**src/rtl/mem_arb_pkg.sv**
```systemverilog
// Shared encodings for the program/data memory arbiter: owner tags and lock FSM states.
package mem_arb_pkg;

  localparam logic OWN_CPU = 1'b0;
  localparam logic OWN_AUX = 1'b1;

  typedef enum logic [1:0] {
    IDLE     = 2'd0,
    HOLD_CPU = 2'd1,
    HOLD_AUX = 2'd2
  } arb_state_t;

endpackage

```
**src/rtl/rr_pick2.sv**
```systemverilog
// Two-way round-robin pick: a lone requester always wins; on a tie the side
// that was not granted last wins. Output is one-hot {aux, cpu}.
module rr_pick2
  import mem_arb_pkg::*;
(
  input  logic       req_cpu,
  input  logic       req_aux,
  input  logic       last_gnt,
  output logic [1:0] gnt
);

  assign gnt[0] = req_cpu & (~req_aux | (last_gnt == OWN_AUX));
  assign gnt[1] = req_aux & (~req_cpu | (last_gnt == OWN_CPU));

endmodule

```
**src/rtl/mem_arbiter.sv**
```systemverilog
// Arbiter sharing one single-port memory between CPU and an auxiliary master,
// with round-robin fairness, bounded lock sequences and tagged read return.
module mem_arbiter
  import mem_arb_pkg::*;
#(
  parameter int ADDR_WIDTH = 6,
  parameter int DATA_WIDTH = 16,
  parameter int MAX_LOCK   = 8
) (
  input  logic                  clk,
  input  logic                  rst_n,
  input  logic                  cpu_req,
  input  logic                  aux_req,
  input  logic                  cpu_lock,
  input  logic                  aux_lock,
  input  logic                  cpu_we,
  input  logic                  aux_we,
  input  logic [ADDR_WIDTH-1:0] cpu_addr,
  input  logic [ADDR_WIDTH-1:0] aux_addr,
  input  logic [DATA_WIDTH-1:0] cpu_wdata,
  input  logic [DATA_WIDTH-1:0] aux_wdata,
  output logic                  cpu_gnt,
  output logic                  aux_gnt,
  output logic                  cpu_rvalid,
  output logic                  aux_rvalid,
  output logic [DATA_WIDTH-1:0] cpu_rdata,
  output logic [DATA_WIDTH-1:0] aux_rdata,
  output logic                  mem_we,
  output logic [ADDR_WIDTH-1:0] mem_addr,
  output logic [DATA_WIDTH-1:0] mem_data,
  input  logic [DATA_WIDTH-1:0] mem_in
);

  localparam int CW = $clog2(MAX_LOCK + 1);
  localparam logic [CW-1:0] MAX_CNT = CW'(MAX_LOCK);

  arb_state_t    state_reg, state_next;
  logic [CW-1:0] hold_cnt_reg, hold_cnt_next;
  logic          last_gnt_reg;
  logic          rd_valid_reg;
  logic          rd_owner_reg;
  logic [1:0]    rr_gnt;
  logic          gnt_cpu, gnt_aux, keep_hold;

  rr_pick2 u_pick (
    .req_cpu  (cpu_req),
    .req_aux  (aux_req),
    .last_gnt (last_gnt_reg),
    .gnt      (rr_gnt)
  );

  always_comb begin
    gnt_cpu       = 1'b0;
    gnt_aux       = 1'b0;
    keep_hold     = 1'b0;
    state_next    = IDLE;
    hold_cnt_next = '0;
    case (state_reg)
      HOLD_CPU: begin
        if (cpu_req && cpu_lock) begin
          // Holder keeps the port until its budget runs out while AUX waits.
          if (hold_cnt_reg < MAX_CNT || !aux_req) begin
            gnt_cpu   = 1'b1;
            keep_hold = 1'b1;
          end else begin
            gnt_aux = 1'b1;
          end
        end else begin
          {gnt_aux, gnt_cpu} = rr_gnt;
        end
      end
      HOLD_AUX: begin
        if (aux_req && aux_lock) begin
          if (hold_cnt_reg < MAX_CNT || !cpu_req) begin
            gnt_aux   = 1'b1;
            keep_hold = 1'b1;
          end else begin
            gnt_cpu = 1'b1;
          end
        end else begin
          {gnt_aux, gnt_cpu} = rr_gnt;
        end
      end
      default: {gnt_aux, gnt_cpu} = rr_gnt;
    endcase

    if (keep_hold) begin
      state_next    = state_reg;
      hold_cnt_next = (hold_cnt_reg == MAX_CNT) ? MAX_CNT : hold_cnt_reg + 1'b1;
    end else if (gnt_cpu && cpu_lock) begin
      state_next    = HOLD_CPU;
      hold_cnt_next = CW'(1);
    end else if (gnt_aux && aux_lock) begin
      state_next    = HOLD_AUX;
      hold_cnt_next = CW'(1);
    end
  end

  // Grants are suppressed while reset is held so nothing reaches the memory.
  assign cpu_gnt = gnt_cpu & rst_n;
  assign aux_gnt = gnt_aux & rst_n;

  always_comb begin
    mem_we   = 1'b0;
    mem_addr = '0;
    mem_data = '0;
    if (cpu_gnt) begin
      mem_we   = cpu_we;
      mem_addr = cpu_addr;
      mem_data = cpu_wdata;
    end else if (aux_gnt) begin
      mem_we   = aux_we;
      mem_addr = aux_addr;
      mem_data = aux_wdata;
    end
  end

  always_ff @(posedge clk or negedge rst_n) begin
    if (!rst_n) begin
      state_reg    <= IDLE;
      hold_cnt_reg <= '0;
      last_gnt_reg <= OWN_AUX;
      rd_valid_reg <= 1'b0;
      rd_owner_reg <= OWN_CPU;
    end else begin
      state_reg    <= state_next;
      hold_cnt_reg <= hold_cnt_next;
      if (gnt_cpu) begin
        last_gnt_reg <= OWN_CPU;
      end else if (gnt_aux) begin
        last_gnt_reg <= OWN_AUX;
      end
      rd_valid_reg <= (gnt_cpu | gnt_aux) & ~mem_we;
      rd_owner_reg <= gnt_aux ? OWN_AUX : OWN_CPU;
    end
  end

  assign cpu_rvalid = rd_valid_reg & (rd_owner_reg == OWN_CPU);
  assign aux_rvalid = rd_valid_reg & (rd_owner_reg == OWN_AUX);
  assign cpu_rdata  = cpu_rvalid ? mem_in : '0;
  assign aux_rdata  = aux_rvalid ? mem_in : '0;

endmodule
```
**config.mk**
```make
export PLATFORM = sky130hd
export DESIGN_NAME = mem_arbiter
export DESIGN_NICKNAME = d
export VERILOG_FILES = /design/src/rtl/mem_arb_pkg.sv /design/src/rtl/rr_pick2.sv /design/src/rtl/mem_arbiter.sv
export SDC_FILE = /design/constraint.sdc
export NUM_CORES = 1
export LEC_CHECK = 0
export ABC_AREA = 1
export BUFFER_PORTS_ARGS = -buffer_cell sky130_fd_sc_hd__buf_2
export CAP_MARGIN = 20
export CORE_MARGIN = 1.5
export CORE_UTILIZATION = 32
export CTS_BUF_LIST = sky130_fd_sc_hd__clkbuf_4 sky130_fd_sc_hd__clkbuf_8
export CTS_CLUSTER_SIZE = 10
export DETAILED_ROUTE_END_ITERATION = 8
export GPL_TIMING_DRIVEN = 0
export PLACE_DENSITY = 0.88
export SLEW_MARGIN = 0
export SYNTH_ARGS = -nofsm -noshare
export SYNTH_HDL_FRONTEND = slang
export SYNTH_SLANG_ARGS = --single-unit
```
**constraint.sdc**
```tcl
create_clock -name clk -period 1.4 [get_ports clk]
set_input_delay 0.14 -clock clk [delete_from_list [all_inputs] [get_ports clk]]
set_output_delay 0.14 -clock clk [all_outputs]
set_load 0.005 [all_outputs]
```
; Word level (Yosys, flattened, before mapping)
; Index checks and enable logic that the tools add are counted.
; W data, S select, Z words.
[word_totals]
out_inout_bits = 59
in_bits = 68
reg_bits = 9
word_cells = 64
[op_classes]
n_eq_ne = 3
bitwise = 15
n_reduce_logical = 9
n_mux = 30
addsub = 1
n_lt_le_gt_ge = 1
[ops]
columns = cell, n
row1 = $mux W16, 4
row2 = $mux W1, 17
row3 = $mux W6, 2
row4 = $mux W4, 2
row5 = $and A1 B1 Y1, 7
row6 = $pmux W1 S2, 3
row7 = $not A1 Y1, 5
row8 = $add A4 B1 Y4 const B, 1
row9 = $eq A4 B4 Y1 const B, 1
row10 = $logic_and A1 B1 Y1, 4
row11 = $lt A4 B4 Y1 const B, 1
row12 = $mux W2, 2
row13 = $or A1 B1 Y1, 3
row14 = $eq A2 B1 Y1 const B, 1
row15 = $eq A2 B2 Y1 const B, 1
row16 = $logic_not A1 Y1, 2
row17 = $logic_or A1 B1 Y1, 2
row18 = $reduce_bool A2 Y1, 1

; Depth between registers and ports, before layout
; Gate-level depths: netlist of the first run.
[depth]
word_depth = 10
ltp_mapped = 10
depth_no_buf = 10

; By module
; From an unflattened synthesis of the first run, not the netlist that was laid out.
[hier_totals]
cells_unflattened = 211
hier_area_um2 = 1152.4
[modules_own_cells]
columns = module, cells_each, area_per_inst_um2, seq_area_each_um2, n_inst
row1 = mem_arbiter, 207, 1124.8, 226.5, 1
row2 = rr_pick2, 4, 27.5, 0.0, 1

; Worst setup path before layout of the first run
; No wires, ideal clock.
[synth_timing]
path_type = reg-to-output
start = register state_reg[0]
end = output mem_addr[0]
n_path_buf = 1
arrival_ns = 1.363
stages_incl_launch_ff = 9
required_time_ns = 1.260
slack_ns = -0.103
path_cell_list = dfrtp_1 > inv_1 > ha_1 > inv_1 > nand2_2 > a21oi_4 > buf_6 > nand3_1 > nand2_1
[synth_between]
elab_chain_cells = 5
word_cells_on_any_way = 8
classes_between = 2 x eq/ne / 4 x mux / 2 x bitwise
[synth_rtl]
columns = item, line_no
row1 = start: declaration, mem_arbiter.sv:37  ; arb_state_t state_reg, state_next;
row2 = start signal: assignment, mem_arbiter.sv:126  ; state_reg <= state_next;
row3 = $eq A2 B2 Y1 / $eq A2 B1 Y1 (equally long branches), mem_arbiter.sv:58  ; case (state_reg)
row4 = $pmux W1 S2 *, mem_arbiter.sv:58
row5 = $and A1 B1 Y1 *, mem_arbiter.sv:101  ; assign aux_gnt = gnt_aux & rst_n;
row6 = named net aux_gnt, mem_arbiter.sv:23  ; output logic aux_gnt,
row7 = $mux W6 *, mem_arbiter.sv:111  ; end else if (aux_gnt) begin
row8 = $mux W6 *, mem_arbiter.sv:107  ; if (cpu_gnt) begin
row9 = end: declaration, mem_arbiter.sv:29  ; output logic [ADDR_WIDTH-1:0] mem_addr,
; The timed path passes the listed nets; every way through them passes the cells marked *.

; Final worst setup path of the first run
[layout_timing]
start = register state_reg[1]
end = output mem_data[2]
[layout_between]
elab_chain_cells = 5
word_cells_on_any_way = 8
classes_between = 2 x eq/ne / 4 x mux / 2 x bitwise
[layout_rtl]
columns = item, line_no
row1 = $eq A2 B2 Y1 / $eq A2 B1 Y1 (equally long branches), mem_arbiter.sv:58
row2 = $pmux W1 S2, mem_arbiter.sv:58
row3 = $and A1 B1 Y1, mem_arbiter.sv:101
row4 = $mux W16, mem_arbiter.sv:111
row5 = $mux W16 *, mem_arbiter.sv:107
row6 = end: declaration, mem_arbiter.sv:30  ; output logic [DATA_WIDTH-1:0] mem_data,
; Mark *: on every way between the ends. The rest lies on a longest branch, timed or not.

==> results.md, run 1 <==
- Status: complete, but fails checks
- Failing checks: negative setup slack
- Max-cap viol count: 0
- Worst Path Required: 1.26 ns
- XOR/XNOR Fraction of Synth Area: 0.0153
- GRT Total Usage: 0.216
- Clk slew on worst S/H paths: 0.06 ns
- CTS Buffer Depth: 2
- Hpwl dp: 3.12 mm
- First-pass GRT wire length: between 7 and 8 mm
- Avg Inst Size Synth: 5.52 um^2
- Fraction of the mapped netlist area in compound gates: 0.0416
- Inst Count DP: 379
- R2R depth: 11
- Final net count: 435
- Routability cong.: about 0.86
- Asr flop ratio synth: 1.00
- Via-per-instance ratio: 4.64
- Number of global-route vias before repair: ~1700
- YS warnings: 0
- Worst flop-to-flop path startpoint: hold_cnt_reg[3]$_DFF_PN0_
- Slew Viols, Final: 0
- Root Buffer: clkbuf_4
- Hold Path Origin: aux_we
- PD cells: 1610 nW/um^2
- Critical Path AT: 1.93 ns
- Multiplexer share of the synthesized area: 0
- # setup viols final: 30
- Fin crit period: just over 2 ns
- Final period utilization: 1.48
- Post-synth top cells: 64 x nand2_1, 39 x nor2_1, 34 x nand3_1
- Clk_lat worst skew: between 0.2 and 0.3 ns
- Normalized max-slew margin: 0.732
- Post-Syn Area: roughly 1100 um^2
- Critical path startpoint category: flip-flop
- Worst vdd ir: 0.000974 V
- # fillers: 260
- Worst reg-to-reg setup slack: -0.26 ns
- Die outline height: 62.8 um
- PnR Total Power: about 0.0038 W
- Worst clock skew: 0.00203 ns
- Hold Crit Endpoint: rd_valid_reg$_DFF_PN0_
- Setup Crit Path Kind: reg2out
- Syn-to-layout area delta: 109%
- Fmax: 0.484 GHz
- Post-synth cell types: 23
- DR iter-0 viols: 80
- Min-Delay Path Class: in2reg
- Share of the synthesized area in the top cell type: 0.210
- Port bufs: 126
- RSZ-0062 raised after global routing: true
- Ys flop type: dfrtp_1
- Fin cells: 408
- Antenna viol nets, final: 0
- Wire per inst: ~12 um
- Share of cells above drive strength 1: 0.610
- Worst Hold Slack: around 0.18 ns
- CP Max Fanout: 7
- H-tree Lvls: 1
- #FFs+latches synth: 9
- DIE AREA: around 4000 um^2
- First drt pass iteration count: 4
- Residual DRC: 0
- Std cell rows: 21
- Sequential cell area fraction in the yosys report: 0.198
- # diodes: 0
- DR vias: about 1900
- CTS Sinks: 9
- Largest family of logic cells by synthesized area: simple AND/OR/NAND/NOR gates
- Adder-Cell Fraction of Synth Area: 0.0438
- Critical Path End Type: output pin
- Net count after synthesis: about 280
- Top cell type by total area after synthesis: nand2_1
- Most frequent cell after synthesis: nand2_1
- Sequential cell area: between 200 and 250 um^2
- Mapped Cells: 207
- Initial antenna violation count: 0
- Multi-input logic area: 981 um^2
- Gr ovfl total: 0
- Worst hold stages: 4
- TritonCTS clock tree: done
- Final setup margin: -0.668 ns
- Leakage Power: approximately 1.5 nW
- Chip width: about 63 um
- R2R Path End: rd_valid_reg$_DFF_PN0_
- Total wire length: 4.86 mm
- Top cells by area, synth: nand2_1 21%, dfrtp_1 18%, nand3_1 15%
- Final Util: 0.705
- Post-synth EDFFs: 0
- CTS Buf Count: 3
- Core area: 3390 um^2
- Number of I/O pins: approximately 130
- Largest net degree at the start of global routing: 11
- Starting Density: 0.337
- Synth Area in Simple Gates: 0.537
- Largest register FFs: 4
- Hold Fails Final Rpt: 0
- Slew @ Worst Pin: between 0.4 and 0.5 ns
==> report_power, final <==
part | internal, W | switching (W) | total [W] | leakage (nW)
registers | 0.000348 | 0.0000668 | 0.000415 | 0.115
clock network | 0.000129 | 0.0000871 | 0.000216 | 0.0184
logic | 0.00159 | 0.00163 | 0.00321 | 1.36
total | 0.00206 | 0.00178 | 0.00384 | 1.49
==> logic make-up (layout without fill, tap and decap cells) <==
kind of cell	Yosys count	count (layout)
xor gates and xnor gates	2	2
buffers and inverters	41	196
and+or+nand+nor	144	144
adders and majority gates	4	4
DFF	9	9
AOI/OAI and AO/OA	7	7
==> layout by cell type, fill, tap and decap left out, drive strengths merged <==
cell type      n
buf          157
nand2         67
nor2          40
nand3         35
inv           33
dfrtp          8
clkbuf         5
a21oi          4
ha             4
o21ai          2
xnor2          1
nor3           1
nand4          1
xor2           1
o22ai          1
dlygate4sd3    1
dfstp          1
==> through the flow <==
step                worst slack (ns)  setup TNS (ns)  instance area [um^2]
floorplan                    -0.0661           -1.23                  1180
global placement              -0.263           -5.48                  1870
detailed placement            -0.284           -6.00                  1870
CTS                           -0.555          -13.50                  2120
global route                  -0.813          -20.90                  2390
finish                        -0.668          -16.43                  2390
==> area by class of cell <==
class / instances / share of cell area
inverter: 33 / 0.0519
sequential: 9 / 0.0948
timing repair buffer: 151 / 0.368
buffer: 8 / 0.0377
multi-input combinational: 157 / 0.411
tap: 46 / 0.0241
clock buffer: 4 / 0.0126
==> how the worst max path moves through the flow <==
stage	from	end	slack [ns]	cells past startpoint
after floorplan	state_reg[1]$_DFFE_PN0N_	mem_addr[0]	-0.07	8
after global placement	state_reg[1]$_DFFE_PN0N_	mem_data[4]	-0.26	10
after detailed placement	state_reg[1]$_DFFE_PN0N_	mem_data[5]	-0.28	10
after CTS	state_reg[1]$_DFFE_PN0N_	mem_data[2]	-0.55	9
after global routing	state_reg[1]$_DFFE_PN0N_	mem_data[2]	-0.81	10
final	state_reg[1]$_DFFE_PN0N_	mem_data[2]	-0.67	10
==> critical path, stage by stage, from the launching register on <==
cell	delay, ns
dfrtp_1	0.42
inv_2	0.10
ha_4	0.15
nand3_1	0.10
nand2_1	0.11
nand2_2	0.09
a21oi_4	0.27
buf_6	0.18
nand3_2	0.07
nand2_1	0.07
buf_2	0.11
==> per-layer routing <==
layer  global-route usage  part of all wire  vias up
li1                     -                 -      944
met1                0.218              0.37      833
met2                0.425              0.53       98
met3               0.0595             0.069       19
met4               0.0639             0.033        0
met5                    0                 0        -
==> what timing repair did <==
action                     4_1_cts  5_1_grt
hold buffers                     1        0
setup endpoints to repair       50       50
pin swaps                       25       18
setup buffers                    9       10
resized for setup               36       41
cloned                           4        1
hold endpoints to repair         9        0
Power figures use the tool's default switching activity.
==> run 2: changes to the inputs <==
==> constraint.sdc (replaced) <==
create_clock -name clk -period 1.73 [get_ports clk]
set_input_delay 0.173 -clock clk [delete_from_list [all_inputs] [get_ports clk]]
set_output_delay 0.173 -clock clk [all_outputs]
set_load 0.005 [all_outputs]
==> run 2 against run 1 <==
  * Final area fell by 9.1%
  * Hold slack improved by 0.079 ns
  * Cell count fell by 3.7%
  * The run still ends with negative setup slack left
  * Critical path depth fell by 1
  * Largest cell class unchanged
  * Worst setup slack improved by 0.29 ns
  * Clock power fell by 15%
  * Register-to-register slack improved by 0.26 ns
  * Critical path type unchanged
  * Routed wire length rose by 3.3%
  * Core utilization fell by 6.4 points
  * Clock skew fell by 0.0010 ns
  * Sequential share of layout area rose by 0.94 points
  * Non-clock buffer count fell by 15
==> results.md, run 2 (same netlist as run 1, synthesis figures left out) <==
- Status: complete, but fails checks
- Failing checks: negative setup slack
- Final Util: 0.641
- Initial antenna violation count: 0
- CTS Buffer Depth: 2
- Normalized max-slew margin: 0.659
- RSZ-0062 raised after global routing: true
- Die outline height: 62.8 um
- Clock network fraction of total power: 0.070
- Wire per inst: 12.8 um
- Max-cap viol count: 0
- Fin crit period: 2.11 ns
- Reported net switching power: 0.00131 W
- Routability cong.: around 0.92
- Critical Path End Type: output pin
- PD cells: 1210 nW/um^2
- Largest register FFs: 4
- Starting Density: 0.337
- Clk slew on worst S/H paths: 0.06 ns
- Commonest non-fill, non-tap cells in the layout: 123 x buf_2, 57 x nand2_1, 39 x nor2_1
- Register share of total power: 0.124
- Fmax: 0.474 GHz
- DR vias: 1808
- Met1 usage in global routing: 0.250
- Via-per-instance ratio: 4.60
- TritonCTS clock tree: done
- Core area: 3390 um^2
- Comb power frac: 0.806
- R2R depth: 10
- Hold Fails Final Rpt: 0
- H-tree Lvls: 1
- Final net count: 420
- Global Route met3 Usage: 0.0577
- Switching share of total power: 0.498
- Pre-CTS WS: -0.0744 ns
- Hold Path Origin: cpu_lock
- Met2 Usage GRT: 0.503
- GRT Total Usage: 0.247
- Worst reg-to-reg setup slack: 0 ns
- Worst clock skew: 0.000988 ns
- Std cell rows: 21
- CTS Buf Count: 3
- PnR Total Power: roughly 0.0026 W
- Worst hold stages: 4
- First-pass GRT wire length: about 8 mm
- Worst flop-to-flop path startpoint: state_reg[1]$_DFFE_PN0N_
- Leakage Power: 1.39 nW
- Root Buffer: clkbuf_4
- Worst vdd ir: 0.000796 V
- Critical Path AT: a little under 2 ns
- Residual DRC: 0
- Min-Delay Path Class: in2reg
- Slew Viols, Final: 0
- DIE AREA: 3940 um^2
- Largest net degree at the start of global routing: 11
- Syn-to-layout area delta: 90.1%
- Number of I/O pins: 127
- Antenna viol nets, final: 0
- Clk_lat worst skew: 0.27 ns
- Total wire length: between 5 and 6 mm
- Hpwl dp: 3.41 mm
- Share of cells above drive strength 1: 0.545
- Setup Crit Path Kind: reg2out
- CTS Sinks: 9
- Commonest non-fill, non-tap cell in the layout: buf_2
- Internal power: between 0.001 and 0.0015 W
- # setup viols final: 26
- Port bufs: between 100 and 150
- Worst Path Required: 1.56 ns
- Area post-placement: 1830 um^2
- Final period utilization: 1.22
- Chip width: 62.8 um
- Critical path startpoint category: flip-flop
- Final setup margin: -0.379 ns
- Post-route cell area: 2170 um^2
- CP Max Fanout: 5
- Number of global-route vias before repair: 1717
- First drt pass iteration count: 4
- # diodes: 0
- Hold Crit Endpoint: state_reg[1]$_DFFE_PN0N_
- Busiest metal layer after global routing: met2
- Slew @ Worst Pin: approximately 0.51 ns
- Gr ovfl total: 0
- R2R Path End: rd_valid_reg$_DFF_PN0_
- DR iter-0 viols: around 110
## run 2: cell count changes in the layout (fill, tap and decap cells not counted), moves of 2 or more
cell / before / now
nand2_4: 3 / 1
buf_4: 19 / 6
nor2_4: 8 / 1
nor2_1: 26 / 39
buf_8: 2 / 0
nor2_2: 6 / 0
nand3_2: 24 / 21
nand2_2: 6 / 9
nand3_1: 10 / 12
o21ai_0: 0 / 2
## run 2: critical path, stage by stage, from the launching register on
cell	delay, ns
dfrtp_1	0.42
ha_4	0.32
a21oi_4	0.04
nand2_2	0.08
nand2_2	0.08
a21oi_4	0.26
buf_6	0.19
nand3_2	0.07
nand2_1	0.09
buf_2	0.12
## run 2: metal layers
layer	wire length, um	share of wire	vias up
met5	0	0	-
met4	110	0.022	0
met3	358	0.071	13
met2	2760	0.55	78
met1	1790	0.36	806
li1	-	-	911
## run 2: final cells by class
| cell class | count | area, um^2 |
|---|---|---|
| plain buffers | 6 | 67.6 |
| clock buffers | 4 | 30.0 |
| multi-input cells | 157 | 907 |
| well taps | 46 | 57.6 |
| flip-flops and latches | 9 | 226 |
| repair buffers | 138 | 759 |
| fillers | 283 | 1220 |
| inverters | 33 | 124 |
## run 2: worst max-delay path by stage
| stage | slack, ns | startpoint | cells past startpoint | end |
|---|---|---|---|---|
| after floorplan | 0.19 | state_reg[0]$_DFFE_PN0N_ | 8 | mem_addr[0] |
| after global routing | -0.46 | state_reg[1]$_DFFE_PN0N_ | 10 | mem_data[7] |
| after CTS | -0.30 | state_reg[1]$_DFFE_PN0N_ | 9 | mem_addr[4] |
| final | -0.38 | state_reg[1]$_DFFE_PN0N_ | 9 | mem_data[7] |
| after detailed placement | -0.07 | state_reg[0]$_DFFE_PN0N_ | 9 | mem_data[11] |
| after global placement | -0.05 | state_reg[0]$_DFFE_PN0N_ | 9 | mem_data[11] |
## run 2: timing repair
action / in CTS / in global routing
pin swaps: 27 / 7
endpoints found under the hold margin: 8 / 0
buffers inserted: 5 / 2
resized for setup: 33 / 17
setup endpoints to repair: 25 / 37
gates cloned: 2 / 1
hold buffers: 2 / 0
## run 2: per-stage QoR
stage | std cells | hold WS (ns) | setup TNS (ns)
6_report | 393 | 0.264 | -7.35
3_3_place_gp | 379 | 0.0435 | -0.304
2_1_floorplan | 207 | -0.123 | 0
4_1_cts | 392 | 0.249 | -6.68
5_1_grt | 393 | 0.306 | -9.56
3_5_place_dp | 379 | 0.0494 | -0.727
## run 2: power groups by stage
| stage | combinational (W) | clock [W] | sequential, W |
|---|---|---|---|
| global route | 0.00233 | 0.000195 | 0.000333 |
| detailed placement | 0.00162 | 0 | 0.000323 |
| global placement | 0.00160 | 0 | 0.000318 |
| floorplan | 0.000967 | 0 | 0.000312 |
| finish | 0.00213 | 0.000184 | 0.000328 |
| CTS | 0.00191 | 0.000185 | 0.000328 |
==> run 3: changes to the inputs <==
--- a/config.mk
+++ b/config.mk
@@ -9,12 +9,12 @@
 export BUFFER_PORTS_ARGS = -buffer_cell sky130_fd_sc_hd__buf_2
 export CAP_MARGIN = 20
 export CORE_MARGIN = 1.5
-export CORE_UTILIZATION = 32
+export CORE_UTILIZATION = 35
 export CTS_BUF_LIST = sky130_fd_sc_hd__clkbuf_4 sky130_fd_sc_hd__clkbuf_8
 export CTS_CLUSTER_SIZE = 10
 export DETAILED_ROUTE_END_ITERATION = 8
 export GPL_TIMING_DRIVEN = 0
-export PLACE_DENSITY = 0.88
+export PLACE_DENSITY = 0.85
 export SLEW_MARGIN = 0
 export SYNTH_ARGS = -nofsm -noshare
 export SYNTH_HDL_FRONTEND = slang
==> constraint.sdc (replaced) <==
create_clock -name clk -period 2.1 [get_ports clk]
set_input_delay 0.21 -clock clk [delete_from_list [all_inputs] [get_ports clk]]
set_output_delay 0.21 -clock clk [all_outputs]
set_load 0.005 [all_outputs]
==> run 3 against run 2 <==
  * The run now ends clean
  * Global-route usage decreased by 4.7 points
  * Die area decreased by 8.2%
  * Final area decreased by 6.9%
  * Worst setup slack improved by 0.42 ns
  * Non-clock buffer count decreased by 1
  * Power decreased by 24%
  * Register-to-register slack improved by 0.55 ns
  * Critical path type unchanged
  * Largest cell class unchanged
==> results.md, run 3 (same netlist as run 1, synthesis figures left out) <==
- Port bufs: between 100 and 150
- RSZ-0062 raised after global routing: true
- Leakage Power: 1.38 nW
- Min-Delay Path Class: in2reg
- Final period utilization: 0.983
- Worst Path Required: 1.89 ns
- # fillers: roughly 280
- Worst vdd ir: 0.000757 V
- Fmax: between 0.4 and 0.5 GHz
- Clock network fraction of total power: 0.075
- Switching share of total power: 0.486
- Std cell rows: 20
- Reported net switching power: 0.000971 W
- Slew Viols, Final: 0
- Initial antenna violation count: 0
- DIE AREA: approximately 3600 um^2
- Routability cong.: 0.911
- Syn-to-layout area delta: 77.1%
- Comb power frac: 0.787
- Antenna viol nets, final: 0
- Root Buffer: clkbuf_4
- First-pass GRT wire length: about 5.5 mm
- Wire per inst: roughly 11 um
- Hold Fails Final Rpt: 0
- Via-per-instance ratio: ~4.6
- CTS Sinks: 9
- Share of cells above drive strength 1: 0.497
- Total wire length: 4.41 mm
- TritonCTS clock tree: done
- Normalized max-slew margin: 0.736
- DR iter-0 viols: 159
- CP Max Fanout: 6
- Final net count: 419
- Status: finished, final reports clean
- Chip width: 60.1 um
- # setup viols final: 0
- Critical path startpoint category: flip-flop
- Hpwl dp: approximately 3.4 mm
- Fin crit period: 2.06 ns
- Gr ovfl total: 0
- Critical Path AT: 1.85 ns
- Setup Crit Path Kind: reg2out
- First drt pass iteration count: 4
- Worst Hold Slack: approximately 0.23 ns
- # diodes: 0
- Commonest non-fill, non-tap cell in the layout: buf_2
- Core area: 3080 um^2
- Residual DRC: 0
- Worst clock skew: approximately 0.0028 ns
- CTS Buf Count: 3
- CTS Buffer Depth: 2
- Slew @ Worst Pin: around 0.4 ns
- PD cells: 989 nW/um^2
- H-tree Lvls: 1
- Area post-placement: 1830 um^2
- Commonest non-fill, non-tap cells in the layout: 126 x buf_2, 54 x nand2_1, 39 x nor2_1
- Clk slew on worst S/H paths: 0.06 ns
- Internal power: 0.00103 W
- GRT Total Usage: 0.200
- Largest register FFs: 4
- Number of global-route vias before repair: roughly 1300
- Register share of total power: 0.137
- DR vias: 1778
- Starting Density: 0.371
- Max-cap viol count: 0
- Critical Path End Type: output pin
- Number of I/O pins: about 130
- Die outline height: 60.1 um
- Clk_lat worst skew: between 0.2 and 0.3 ns
- Largest net degree at the start of global routing: 12
- Post-route cell area: about 2000 um^2
-- run 3: cell count changes in the layout (fill, tap and decap cells not counted), moves of 2 or more --
| cell | change |
|---|---|
| nand3_1 | +17 |
| nand3_2 | -16 |
| buf_6 | -8 |
| buf_2 | +3 |
| buf_4 | +3 |
| nand2_1 | -3 |
| clkbuf_1 | +2 |
| nand2_2 | +2 |
-- run 3: stage by stage --
stage                     std cells   util  TNS [ns]  total power, W  setup slack, ns
after floorplan                 207      -         0         0.00105            0.527
after global placement          377  0.594         0         0.00158            0.293
after detailed placement        377  0.594         0         0.00159            0.289
after CTS                       383  0.609         0         0.00175           0.0101
after global routing            390  0.657    -0.809         0.00220          -0.0576
final                           390  0.657         0         0.00200           0.0363
-- run 3: cell type report --
cell class,instances,area (um^2),area share
Buffer,8,67.6,0.0334
Clock buffer,4,30.0,0.0148
Inverter,33,124,0.0612
Multi-Input combinational cell,157,816,0.403
Sequential cell,9,226,0.112
Tap cell,44,55.1,0.0272
Timing Repair Buffer,135,704,0.348
-- run 3: worst paths after layout --
kind	from	end	slack, ns	depth (start not counted)
setup / recovery	last_gnt_reg$_DFFE_PN1P_	mem_addr[4]	0.04	10
hold / removal	aux_we	rd_valid_reg$_DFF_PN0_	0.23	4
setup reg to reg	last_gnt_reg$_DFFE_PN1P_	state_reg[0]$_DFFE_PN0N_	0.55	9
hold reg to reg	last_gnt_reg$_DFFE_PN1P_	last_gnt_reg$_DFFE_PN1P_	0.58	2
max in group asynchronous	rst_n	last_gnt_reg$_DFFE_PN1P_	1.50	2
min in group asynchronous	rst_n	hold_cnt_reg[3]$_DFF_PN0_	0.34	2
-- run 3: critical path, stage by stage, from the launching register on --
cell,delay [ns]
dfstp_2,0.57
nand2_4,0.07
nand3_2,0.08
nand3_2,0.08
nand3_4,0.10
nand2_4,0.08
nor2_4,0.21
buf_4,0.17
nand2_1,0.05
nand2_1,0.05
buf_2,0.11
-- run 3: routing by layer --
layer,GRT usage,share of wire,vias to the layer above
met5,0,0,-
met4,0.0540,0.017,0
li1,-,-,908
met1,0.241,0.38,778
met3,0.0476,0.082,8
met2,0.351,0.53,84
-- run 3: timing repair --
item,in CTS,in global routing
buffers inserted,1,5
setup endpoints to repair,3,22
gates cloned,0,2
hold buffers,1,0
endpoints found under the hold margin,8,0
gates resized for setup,0,27
pin swaps,1,5
-- run 3: power by group through the flow --
stage               Combinational [W]  Clock, W  Sequential, W
floorplan                    0.000797         0       0.000257
global route                  0.00176  0.000157       0.000280
global placement              0.00132         0       0.000261
detailed placement            0.00133         0       0.000266
finish                        0.00158  0.000151       0.000275
CTS                           0.00134  0.000151       0.000263
